**src/rtl/watch_hms_scan.sv**
```systemverilog
// watch_hms_scan: BCD HH:MM:SS watch that accepts validated per-field loads,
// converts the hours for a 12/24-hour display, and multiplexes six
// 7-segment digits onto one registered segment bus.
// Optional alarm comparator: define WATCH_ALARM_EN to build it in.
module watch_hms_scan #(
  parameter int TICK_DIV = 50_000_000,
  parameter int SCAN_DIV = 100_000
) (
  input  logic       i_clk,
  input  logic       i_reset,
  input  logic       i_set,
  input  logic [1:0] i_field,
  input  logic [3:0] i_load_hi,
  input  logic [3:0] i_load_lo,
  input  logic       i_mode_12h,
  input  logic       i_alarm_set,
  input  logic       i_alarm_on,
  input  logic       i_alarm_ack,
  output logic [7:0] o_digit8,
  output logic [5:0] o_an,
  output logic       o_pm,
  output logic       o_sec_tick,
  output logic       o_day_tick,
  output logic       o_load_err,
  output logic       o_alarm
);

  localparam int PW = $clog2(TICK_DIV);
  localparam int SW = (SCAN_DIV > 1) ? $clog2(SCAN_DIV) : 1;
  localparam logic [PW-1:0] PRE_LAST  = PW'(TICK_DIV - 1);
  localparam logic [SW-1:0] SCAN_LAST = SW'(SCAN_DIV - 1);

  function automatic logic ms_ok(input logic [3:0] hi, input logic [3:0] lo);
    return (hi <= 4'd5) && (lo <= 4'd9);
  endfunction

  function automatic logic hr_ok(input logic [3:0] hi, input logic [3:0] lo);
    return ((hi < 4'd2) && (lo <= 4'd9)) || ((hi == 4'd2) && (lo <= 4'd3));
  endfunction

  function automatic logic [7:0] seg7(input logic [3:0] n);
    case (n)
      4'd0:    seg7 = 8'hC0;
      4'd1:    seg7 = 8'hF9;
      4'd2:    seg7 = 8'hA4;
      4'd3:    seg7 = 8'hB0;
      4'd4:    seg7 = 8'h99;
      4'd5:    seg7 = 8'h92;
      4'd6:    seg7 = 8'h82;
      4'd7:    seg7 = 8'hF8;
      4'd8:    seg7 = 8'h80;
      4'd9:    seg7 = 8'h90;
      default: seg7 = 8'hFF;
    endcase
  endfunction

  logic [PW-1:0] r_pre;
  logic [3:0]    r_s1, r_s0, r_m1, r_m0, r_h1, r_h0;
  logic          r_sec_tick, r_day_tick, r_load_err;
  logic [SW-1:0] r_scnt;
  logic [2:0]    r_idx;
  logic [5:0]    r_an;
  logic [7:0]    r_digit8;

  logic       w_tick, w_max, w_time_ld, w_time_ok;
  logic       w_al_ld, w_al_err;
  logic [4:0] w_hbin, w_hdisp;
  logic [3:0] w_dh1, w_dh0, w_nib;
  logic       w_blank, w_dp, w_blk;
  logic [7:0] w_seg;

  // Tick only when the prescaler wraps and no load is holding time frozen.
  assign w_tick = !i_set && (r_pre == PRE_LAST);
  assign w_max  = (r_s0 == 4'd9) && (r_s1 == 4'd5) && (r_m0 == 4'd9) &&
                  (r_m1 == 4'd5) && (r_h1 == 4'd2) && (r_h0 == 4'd3);

  // Alarm loads take the shared load bus ahead of time loads.
  assign w_time_ld = i_set && !w_al_ld;

  // Field-dependent validation of the time load value.
  always_comb begin
    w_time_ok = 1'b0;
    case (i_field)
      2'd0, 2'd1: w_time_ok = ms_ok(i_load_hi, i_load_lo);
      2'd2:       w_time_ok = hr_ok(i_load_hi, i_load_lo);
      default:    w_time_ok = 1'b0;
    endcase
  end

  // Prescaler: held at 0 while set, so counting restarts a full period later.
  always_ff @(posedge i_clk) begin
    if (i_reset || i_set)    r_pre <= '0;
    else if (r_pre == PRE_LAST) r_pre <= '0;
    else                     r_pre <= r_pre + PW'(1);
  end

  // Timekeeping: validated loads win over ticks; ticks cascade through BCD.
  always_ff @(posedge i_clk) begin
    if (i_reset) begin
      r_s1 <= '0; r_s0 <= '0; r_m1 <= '0; r_m0 <= '0; r_h1 <= '0; r_h0 <= '0;
      r_sec_tick <= 1'b0;
      r_day_tick <= 1'b0;
      r_load_err <= 1'b0;
    end else begin
      r_sec_tick <= w_tick;
      r_day_tick <= w_tick && w_max;
      r_load_err <= (w_time_ld && !w_time_ok) || w_al_err;
      if (w_time_ld) begin
        if (w_time_ok) begin
          case (i_field)
            2'd0:    begin r_s1 <= i_load_hi; r_s0 <= i_load_lo; end
            2'd1:    begin r_m1 <= i_load_hi; r_m0 <= i_load_lo; end
            2'd2:    begin r_h1 <= i_load_hi; r_h0 <= i_load_lo; end
            default: ;
          endcase
        end
      end else if (w_tick) begin
        if (r_s0 != 4'd9) r_s0 <= r_s0 + 4'd1;
        else begin
          r_s0 <= 4'd0;
          if (r_s1 != 4'd5) r_s1 <= r_s1 + 4'd1;
          else begin
            r_s1 <= 4'd0;
            if (r_m0 != 4'd9) r_m0 <= r_m0 + 4'd1;
            else begin
              r_m0 <= 4'd0;
              if (r_m1 != 4'd5) r_m1 <= r_m1 + 4'd1;
              else begin
                r_m1 <= 4'd0;
                if ((r_h1 == 4'd2) && (r_h0 == 4'd3)) begin
                  r_h1 <= 4'd0; r_h0 <= 4'd0;
                end else if (r_h0 == 4'd9) begin
                  r_h0 <= 4'd0; r_h1 <= r_h1 + 4'd1;
                end else begin
                  r_h0 <= r_h0 + 4'd1;
                end
              end
            end
          end
        end
      end
    end
  end

`ifdef WATCH_ALARM_EN
  logic [3:0] r_ah1, r_ah0, r_am1, r_am0;
  logic       r_alarm, w_al_ok, w_al_hit;

  assign w_al_ld  = i_alarm_set;
  assign w_al_ok  = (i_field == 2'd1) ? ms_ok(i_load_hi, i_load_lo) :
                    (i_field == 2'd2) ? hr_ok(i_load_hi, i_load_lo) : 1'b0;
  assign w_al_err = w_al_ld && !w_al_ok;
  assign w_al_hit = (r_s1 == 4'd0) && (r_s0 == 4'd0) && (r_m1 == r_am1) &&
                    (r_m0 == r_am0) && (r_h1 == r_ah1) && (r_h0 == r_ah0);

  // Alarm HH:MM register, loaded only from fields 1 and 2.
  always_ff @(posedge i_clk) begin
    if (i_reset) begin
      r_ah1 <= '0; r_ah0 <= '0; r_am1 <= '0; r_am0 <= '0;
    end else if (w_al_ld && w_al_ok) begin
      if (i_field == 2'd1) begin r_am1 <= i_load_hi; r_am0 <= i_load_lo; end
      else                 begin r_ah1 <= i_load_hi; r_ah0 <= i_load_lo; end
    end
  end

  // Alarm latches on a HH:MM:00 match and holds until ack or disable.
  always_ff @(posedge i_clk) begin
    if (i_reset)                       r_alarm <= 1'b0;
    else if (!i_alarm_on || i_alarm_ack) r_alarm <= 1'b0;
    else if (w_al_hit)                 r_alarm <= 1'b1;
  end

  assign o_alarm = r_alarm;
`else
  logic w_unused_alarm;
  assign w_al_ld        = 1'b0;
  assign w_al_err       = 1'b0;
  assign w_unused_alarm = ^{i_alarm_set, i_alarm_on, i_alarm_ack};
  assign o_alarm        = 1'b0;
`endif

  // Hour display conversion; storage stays 24-hour BCD.
  assign w_hbin = 5'(r_h1) * 5'd10 + 5'(r_h0);
  always_comb begin
    w_hdisp = w_hbin;
    if (i_mode_12h) begin
      if (w_hbin == 5'd0)       w_hdisp = 5'd12;
      else if (w_hbin > 5'd12)  w_hdisp = w_hbin - 5'd12;
    end
    if (w_hdisp >= 5'd20) begin
      w_dh1 = 4'd2; w_dh0 = 4'(w_hdisp - 5'd20);
    end else if (w_hdisp >= 5'd10) begin
      w_dh1 = 4'd1; w_dh0 = 4'(w_hdisp - 5'd10);
    end else begin
      w_dh1 = 4'd0; w_dh0 = 4'(w_hdisp);
    end
  end
  assign w_blank = i_mode_12h && (w_dh1 == 4'd0);
  assign o_pm    = (w_hbin >= 5'd12);

  // Scan slot to digit/dp/blank selection.
  always_comb begin
    w_nib = r_s0;
    w_dp  = 1'b0;
    w_blk = 1'b0;
    case (r_idx)
      3'd0: w_nib = r_s0;
      3'd1: w_nib = r_s1;
      3'd2: begin w_nib = r_m0;  w_dp = 1'b1; end
      3'd3: w_nib = r_m1;
      3'd4: begin w_nib = w_dh0; w_dp = 1'b1; end
      3'd5: begin w_nib = w_dh1; w_blk = w_blank; end
      default: ;
    endcase
  end
  assign w_seg = w_blk ? 8'hFF : (seg7(w_nib) & (w_dp ? 8'h7F : 8'hFF));

  // Scan slot counter: index advances every SCAN_DIV cycles, 5 wraps to 0.
  always_ff @(posedge i_clk) begin
    if (i_reset) begin
      r_scnt <= '0;
      r_idx  <= 3'd0;
    end else if (r_scnt == SCAN_LAST) begin
      r_scnt <= '0;
      r_idx  <= (r_idx == 3'd5) ? 3'd0 : r_idx + 3'd1;
    end else begin
      r_scnt <= r_scnt + SW'(1);
    end
  end

  // Registered display: an and segments update together from the slot index.
  always_ff @(posedge i_clk) begin
    if (i_reset) begin
      r_an     <= 6'b111110;
      r_digit8 <= 8'hC0;
    end else begin
      r_an     <= ~(6'd1 << r_idx);
      r_digit8 <= w_seg;
    end
  end

  assign o_an       = r_an;
  assign o_digit8   = r_digit8;
  assign o_sec_tick = r_sec_tick;
  assign o_day_tick = r_day_tick;
  assign o_load_err = r_load_err;

endmodule

```
**config.mk**
```make
export PLATFORM = sky130hd
export DESIGN_NAME = watch_hms_scan
export DESIGN_NICKNAME = d
export VERILOG_FILES = /design/src/rtl/watch_hms_scan.sv
export SDC_FILE = /design/constraint.sdc
export NUM_CORES = 1
export LEC_CHECK = 0
export ABC_AREA = 1
export CORE_MARGIN = 1
export CORE_UTILIZATION = 50
export CTS_BUF_LIST = sky130_fd_sc_hd__clkbuf_8
export DETAILED_ROUTE_END_ITERATION = 8
export PLACE_DENSITY_LB_ADDON = 0.15
export SLEW_MARGIN = 20
export SYNTH_ARGS = -nofsm -noshare
export SYNTH_HDL_FRONTEND = slang
export SYNTH_SLANG_ARGS = --single-unit
```
**constraint.sdc**
```tcl
create_clock -name i_clk -period 7.5 [get_ports i_clk]
set_clock_uncertainty 0.2 [all_clocks]
set_input_delay 0.75 -clock i_clk [delete_from_list [all_inputs] [get_ports i_clk]]
set_output_delay 0.75 -clock i_clk [all_outputs]
set_load 0.01 [all_outputs]
```
==> results.cfg, run 1 <==
[critical_path]
criticalPathCategory = reg -> reg
max_stage_delay_ns = 0.41
cp.arrival_ns = 4.41
startpoint_type = flip-flop
crit_family = adder cells
cp_num_buf_inv = 5
path_common_cell = nand2_1
worstSetupEndpointType = flip-flop
worstPathMaxFanout = 6
critical_path_required_ns = 7.52
slowest_stage = fa_1

[cells_and_area]
layout_commonest_cell = nand2_1
area.growth.synth_to_final_pct = 12.2
num-fill-cells = 963
final_cells = 876
antenna_cells = 0
final_cell_mix = 128 x nand2_1, 108 x inv_1, 87 x dfxtp_1, 60 x nor2_1, 55 x o21ai_0
register_area_sq_um = 1740
final_nets = 781
multiInputGateArea_sq_um = 2800
drive_above_1_share_pct = 8.75

[synth]
synth.area.mux_share_pct = 0
synth_top_area_cell = dfxtp_1
synth_edf_count = 0
async_flop_share_pct = 0
yosysUniqueCellTypes = 49
syn_inst = 709
ys_ff_latch = 87
syn_area_per_cell_sq_um = 7.10
synth_top_cells_by_area = dfxtp_1 35%, nand2_1 9.5%, inv_1 8.1%, ha_1 5.7%, o21ai_0 5.5%
synth-simple-area-share_pct = 31.3
yosys.area_share.xor_xnor_pct = 3.11
yosys_most_used_dff = dfxtp_1
synth_nets = 750
seq_area_frac_synth_pct = 34.6
yosysTopAreaCellShare_pct = 34.6
synth_top_family_by_area = simple AND/OR/NAND/NOR gates
synth_compound_area_share_pct = 15.1
synth_warnings = 0
synthesis.area_sq_um = 5030
synth_adder_area_share_pct = 6.11

[sta]
relSlewSlack_pct = 36.6
fmax_mhz = 228
tns_ns = 0
hold_viol_final = 0
setup_ws_ns = 3.12
rsz0062_at_grt = no
timing_worst_slew_pin_value_ns = 0.950
post-route-period-util_pct = 58.4
final_max_slew_viol_count = 0
finalSetupViolations = 0
period_needed_ns = 4.38
fin_hold_ws_ns = 0.249

[cts]
hold_buffers = 0
cts_setup_buffers = 0
ctsRootBufferMaster = clkbuf_8
clk_pin_slew_worst_paths_ns = 0.08
numCtsBuffers = 9
cts.htree.levels = 3
cts_max_path_buffers = 2
post_cts_resized = 0
clock-sinks = 87
cts_tree = built
clock_latency_ns = 0.35

[floorplanning]
core_area_sq_um = 9770
initial_utilization_pct = 51.5
pin_count = 36
die_x_um = 102
fp.dieArea_sq_um = 10500
num_rows = 36
die_y_um = 102

[power_and_ir_drop]
p_sw_mw = 0.229
pwr-share-comb_pct = 11.4
p_total_mw = 0.898
p_leak_nw = 2.34
peakVddDrop_mv = 0.0728
power_frac_seq_pct = 53.3
clockPowerShare_pct = 35.3
power_density_nw_per_um2 = 159
swShare_pct = 25.5
p_int_mw = 0.669

[job]
maxCapViolations = 0

[routing]
viasPerCell = 5.25
drt_pre_antenna_iters = 5
drt-wirelength-per-cell_um = 12.6
num_vias = 4597
drtIter0Drc = 214
drc_errors = 0
routed_wl_um = 11000
ant_nets = 0

[global_route]
grt_util_all_layers_pct = 22.7
grt_pass1_wl_um = 18800
overflow = 0
first_global_vias = 4212
antenna_found_initial = 0
grt_max_degree = 35

[outcome]
status = finished, final reports clean

[place]
gp_congestion = 0.923
dp_hpwl_um = 8440
io_buffers = 31
place_inst = 862
place_ws_ns = 3.13

[hold_path]
hold_path.class = reg -> reg
per-stage QoR:
step	utilization, %	area, sq um
3_3_place_gp	55.9	5470
2_1_floorplan	-	5030
3_5_place_dp	55.9	5470
6_report	57.8	5650
5_1_grt	57.8	5650
4_1_cts	57.8	5650
flip-flops by register name (all words and copies together) (netlist names), 6 cells and up:
register,cells
r_scnt,17
o_digit8,8
o_an,6
r_pre,26
cell type report:
class	instances	share of cell area, %
multi-input combinational	493	49.6
sequential	87	30.8
clock inverter	4	0.841
timing repair buffer	31	5.49
inverter	118	7.88
clock buffer	10	2.44
tap	133	2.95
cell usage after synthesis (3+ instances only):
master,number
dfxtp_1,87
xor2_1,14
nor2_2,5
ha_1,23
nand2_1,128
inv_2,7
nor2_4,3
clkbuf_1,9
nand2_2,11
inv_1,108
a211oi_1,4
nor2_1,60
nor4_1,6
nor3_1,17
o21ai_1,3
nand4_1,13
o21a_1,6
nand3_1,45
nor3b_1,5
o21ai_0,55
nand2_4,8
nand3_2,5
a21oi_1,46
a31oi_1,9
worst register-to-register path: cells and delay by family, from the launching register on:
| kind | cells | cell delay, ns |
|---|---|---|
| buffers and inverters | 5 | 0.45 |
| xor gates and xnor gates | 1 | 0.30 |
| and+or+nand+nor | 14 | 1.15 |
| DFF | 1 | 0.37 |
| AOI/OAI and AO/OA | 2 | 0.39 |
| adders and majority gates | 5 | 1.36 |
logic make-up (layout without fill, tap and decap cells):
| kind of cell | count (synthesis) | count (layout) |
|---|---|---|
| AO/OA/AOI/OAI | 135 | 135 |
| XOR/XNOR | 17 | 17 |
| adder cells (fa/ha/maj) | 24 | 24 |
| buffers and inverters | 129 | 163 |
| flip-flops | 87 | 87 |
| other | 1 | 1 |
| AND/OR/NAND/NOR | 316 | 316 |
power groups by stage:
stage | registers, mW | logic, mW | clock network, mW
finish | 0.479 | 0.103 | 0.317
global route | 0.481 | 0.118 | 0.346
CTS | 0.479 | 0.102 | 0.327
detailed placement | 0.490 | 0.102 | 0
global placement | 0.489 | 0.0996 | 0
floorplan | 0.490 | 0.0698 | 0
layer usage:
layer / track usage [%] / vias to the layer above / wire [um]
met1: 28.2 / 2098 / 5140
met3: 5.20 / 8 / 489
met4: 6.59 / 0 / 108
met5: 0 / - / 0
met2: 39.2 / 103 / 5310
li1: - / 2388 / -
worst paths after layout:
path | startpoint | endpoint | slack [ns] | depth (start not counted)
worst max register to register | r_h1[0] | o_digit8[3] | 3.12 | 27
worst max-delay path | r_h1[0] | o_digit8[3] | 3.12 | 27
worst min register to register | r_scnt[0] | r_scnt[0] | 0.25 | 1
worst min-delay path | r_scnt[0] | r_scnt[0] | 0.25 | 1
Power figures use the tool's default switching activity.
==> run 2: changes to the inputs <==
==> constraint.sdc (replaced) <==
create_clock -name i_clk -period 3.6 [get_ports i_clk]
set_clock_uncertainty 0.2 [all_clocks]
set_input_delay 0.36 -clock i_clk [delete_from_list [all_inputs] [get_ports i_clk]]
set_output_delay 0.36 -clock i_clk [all_outputs]
set_load 0.01 [all_outputs]
==> run 2 against run 1 <==
Compared with the run above: the run now ends with negative setup slack left; clock power rose by 120%; sequential cell count unchanged; highest routed layer unchanged; die area is the same; sequential share of layout area fell by 2.2 points; final cell count increased by 3.8%; non-clock buffer count is 31 higher; critical path depth did not move; first-iteration DRC count fell by 4.2%.
==> results.cfg, run 2 (same netlist as run 1, synthesis figures left out) <==
[floorplanning]
die_x_um = 102
fp.dieArea_sq_um = 10500
initial_utilization_pct = 51.5
num_rows = 36
pin_count = 36
die_y_um = 102
core_area_sq_um = 9770

[global_route]
grt_util_all_layers_pct = 23.8
grt_pass1_wl_um = 19600
overflow = 0
grt_max_degree = 34
antenna_found_initial = 0
first_global_vias = 4480

[cells_and_area]
area.growth.synth_to_final_pct = 21.3
largest-register = r_pre
register_area_sq_um = 1750
largest_reg_flops = 26
multiInputGateArea_sq_um = 2990
finish.utilization_pct = 62.5
antenna_cells = 0
final_nets = 812
final_cell_mix = 125 x nand2_1, 99 x inv_1, 85 x dfxtp_1, 59 x nor2_1, 55 x o21ai_0
layout_commonest_cell = nand2_1
drive_above_1_share_pct = 16.9
num-fill-cells = 879

[sta]
fmax_mhz = 270
rsz0062_at_grt = yes
finalSetupViolations = 7
post-route-period-util_pct = 103
timing_worst_slew_pin_value_ns = 0.666
setup_ws_ns = -0.0986
relSlewSlack_pct = 55.3
hold_viol_final = 0
period_needed_ns = 3.70
final_max_slew_viol_count = 0

[critical_path]
criticalPathCategory = reg -> reg
slowest_stage = dfxtp_4
max_stage_delay_ns = 0.38
cp_num_buf_inv = 5
path_common_cell = nand2_1
worstPathMaxFanout = 4
startpoint_type = flip-flop
regToRegSetupSlack_ns = -0.1
rr_endpoint = o_digit8[3]
crit_family = adder cells
critical_path_required_ns = 3.63
worstSetupEndpointType = flip-flop
rr_startpoint = r_h1[0]
cp.arrival_ns = 3.73
reg2reg_depth = 27

[power_and_ir_drop]
peakVddDrop_mv = 0.233
p_total_mw = 1.97
p_leak_nw = 2.49
power_density_nw_per_um2 = 322

[hold_path]
hold_path.class = reg -> reg
hp-start = r_scnt[0]
whs_path_depth = 1
holdPathEnd = r_scnt[0]

[cts]
clock_latency_ns = 0.36
clk_pin_slew_worst_paths_ns = 0.09
ctsRootBufferMaster = clkbuf_8
cts.htree.levels = 3
cts_tree = built
cts_max_path_buffers = 2
clock-sinks = 87
numCtsBuffers = 9

[routing]
drtIter0Drc = 205
ant_nets = 0
viasPerCell = 5.24
drc_errors = 0
drt-wirelength-per-cell_um = 12.7
routed_wl_um = 11500
drt_pre_antenna_iters = 5
num_vias = 4760

[place]
io_buffers = 31
dp_hpwl_um = 8810
gp_congestion = 0.877

[job]
maxCapViolations = 0

[outcome]
status = complete, but fails checks
violations = negative setup slack
[run 2: worst max path at each step]
stage | cells after the start | from | endpoint
floorplan | 25 | r_h1[0] | o_digit8[3]
detailed placement | 25 | r_h1[0] | o_digit8[3]
finish | 27 | r_h1[0] | o_digit8[3]
CTS | 30 | r_h1[0] | o_digit8[3]
global placement | 27 | r_h1[0] | o_digit8[3]
global route | 27 | r_h1[0] | o_digit8[3]
[run 2: worst register-to-register path: cells and delay by family (launching register included)]
kind / cells / cell delay (ns)
AO/OA/AOI/OAI: 2 / 0.32
XOR/XNOR: 1 / 0.20
adder cells (fa/ha/maj): 5 / 1.09
buffers and inverters: 5 / 0.39
flip-flops: 1 / 0.38
AND/OR/NAND/NOR: 14 / 1.00
[run 2: area by class of cell]
cell class                      instances  area share [%]
Multi-Input combinational cell        493            48.9
Sequential cell                        87            28.6
Timing Repair Buffer                   62            9.01
Inverter                              118            7.37
Tap cell                              133            2.72
Clock buffer                           10            2.25
Clock inverter                          6            1.13
[run 2: metal layers]
metal | GRT usage (%) | routed length (um) | vias to the layer above
met5 | 0 | 0 | -
met4 | 5.38 | 109 | 0
met3 | 5.75 | 446 | 10
met2 | 42.0 | 5520 | 90
met1 | 29.2 | 5430 | 2206
li1 | - | - | 2454
[run 2: metrics by stage]
| stage | setup WS [ns] | instances | setup TNS (ns) | instance area (sq um) | hold WS (ns) |
|---|---|---|---|---|---|
| floorplan | 0.000252 | 709 | 0 | 5130 | 0.218 |
| global placement | -0.0691 | 886 | -0.108 | 5740 | 0.230 |
| detailed placement | -0.176 | 886 | -0.633 | 5740 | 0.238 |
| CTS | -0.0636 | 905 | -0.127 | 6060 | 0.253 |
| global route | -0.308 | 909 | -1.81 | 6110 | 0.274 |
| finish | -0.0986 | 909 | -0.334 | 6110 | 0.250 |
[run 2: repair_timing]
item | 4_1_cts | 5_1_grt
setup buffers | 3 | 4
setup endpoints to repair | 7 | 7
hold buffers | 0 | 0
gates resized for setup | 24 | 4
pin swaps | 20 | 2
[run 2: power by group]
part	internal, mW	switching [mW]	leakage [nW]	total (mW)
combinational	0.114	0.149	1.69	0.262
clock	0.343	0.364	0.103	0.707
sequential	0.981	0.0161	0.705	0.997
total	1.44	0.528	2.49	1.97
==> run 3: changes to the inputs <==
--- a/config.mk
+++ b/config.mk
@@ -11,7 +11,6 @@
 export CTS_BUF_LIST = sky130_fd_sc_hd__clkbuf_8
 export DETAILED_ROUTE_END_ITERATION = 8
 export PLACE_DENSITY_LB_ADDON = 0.15
-export SLEW_MARGIN = 20
 export SYNTH_ARGS = -nofsm -noshare
 export SYNTH_HDL_FRONTEND = slang
 export SYNTH_SLANG_ARGS = --single-unit
==> results of run 3 <==
The final DEF is identical to that of run 2; final timing and power are the same.
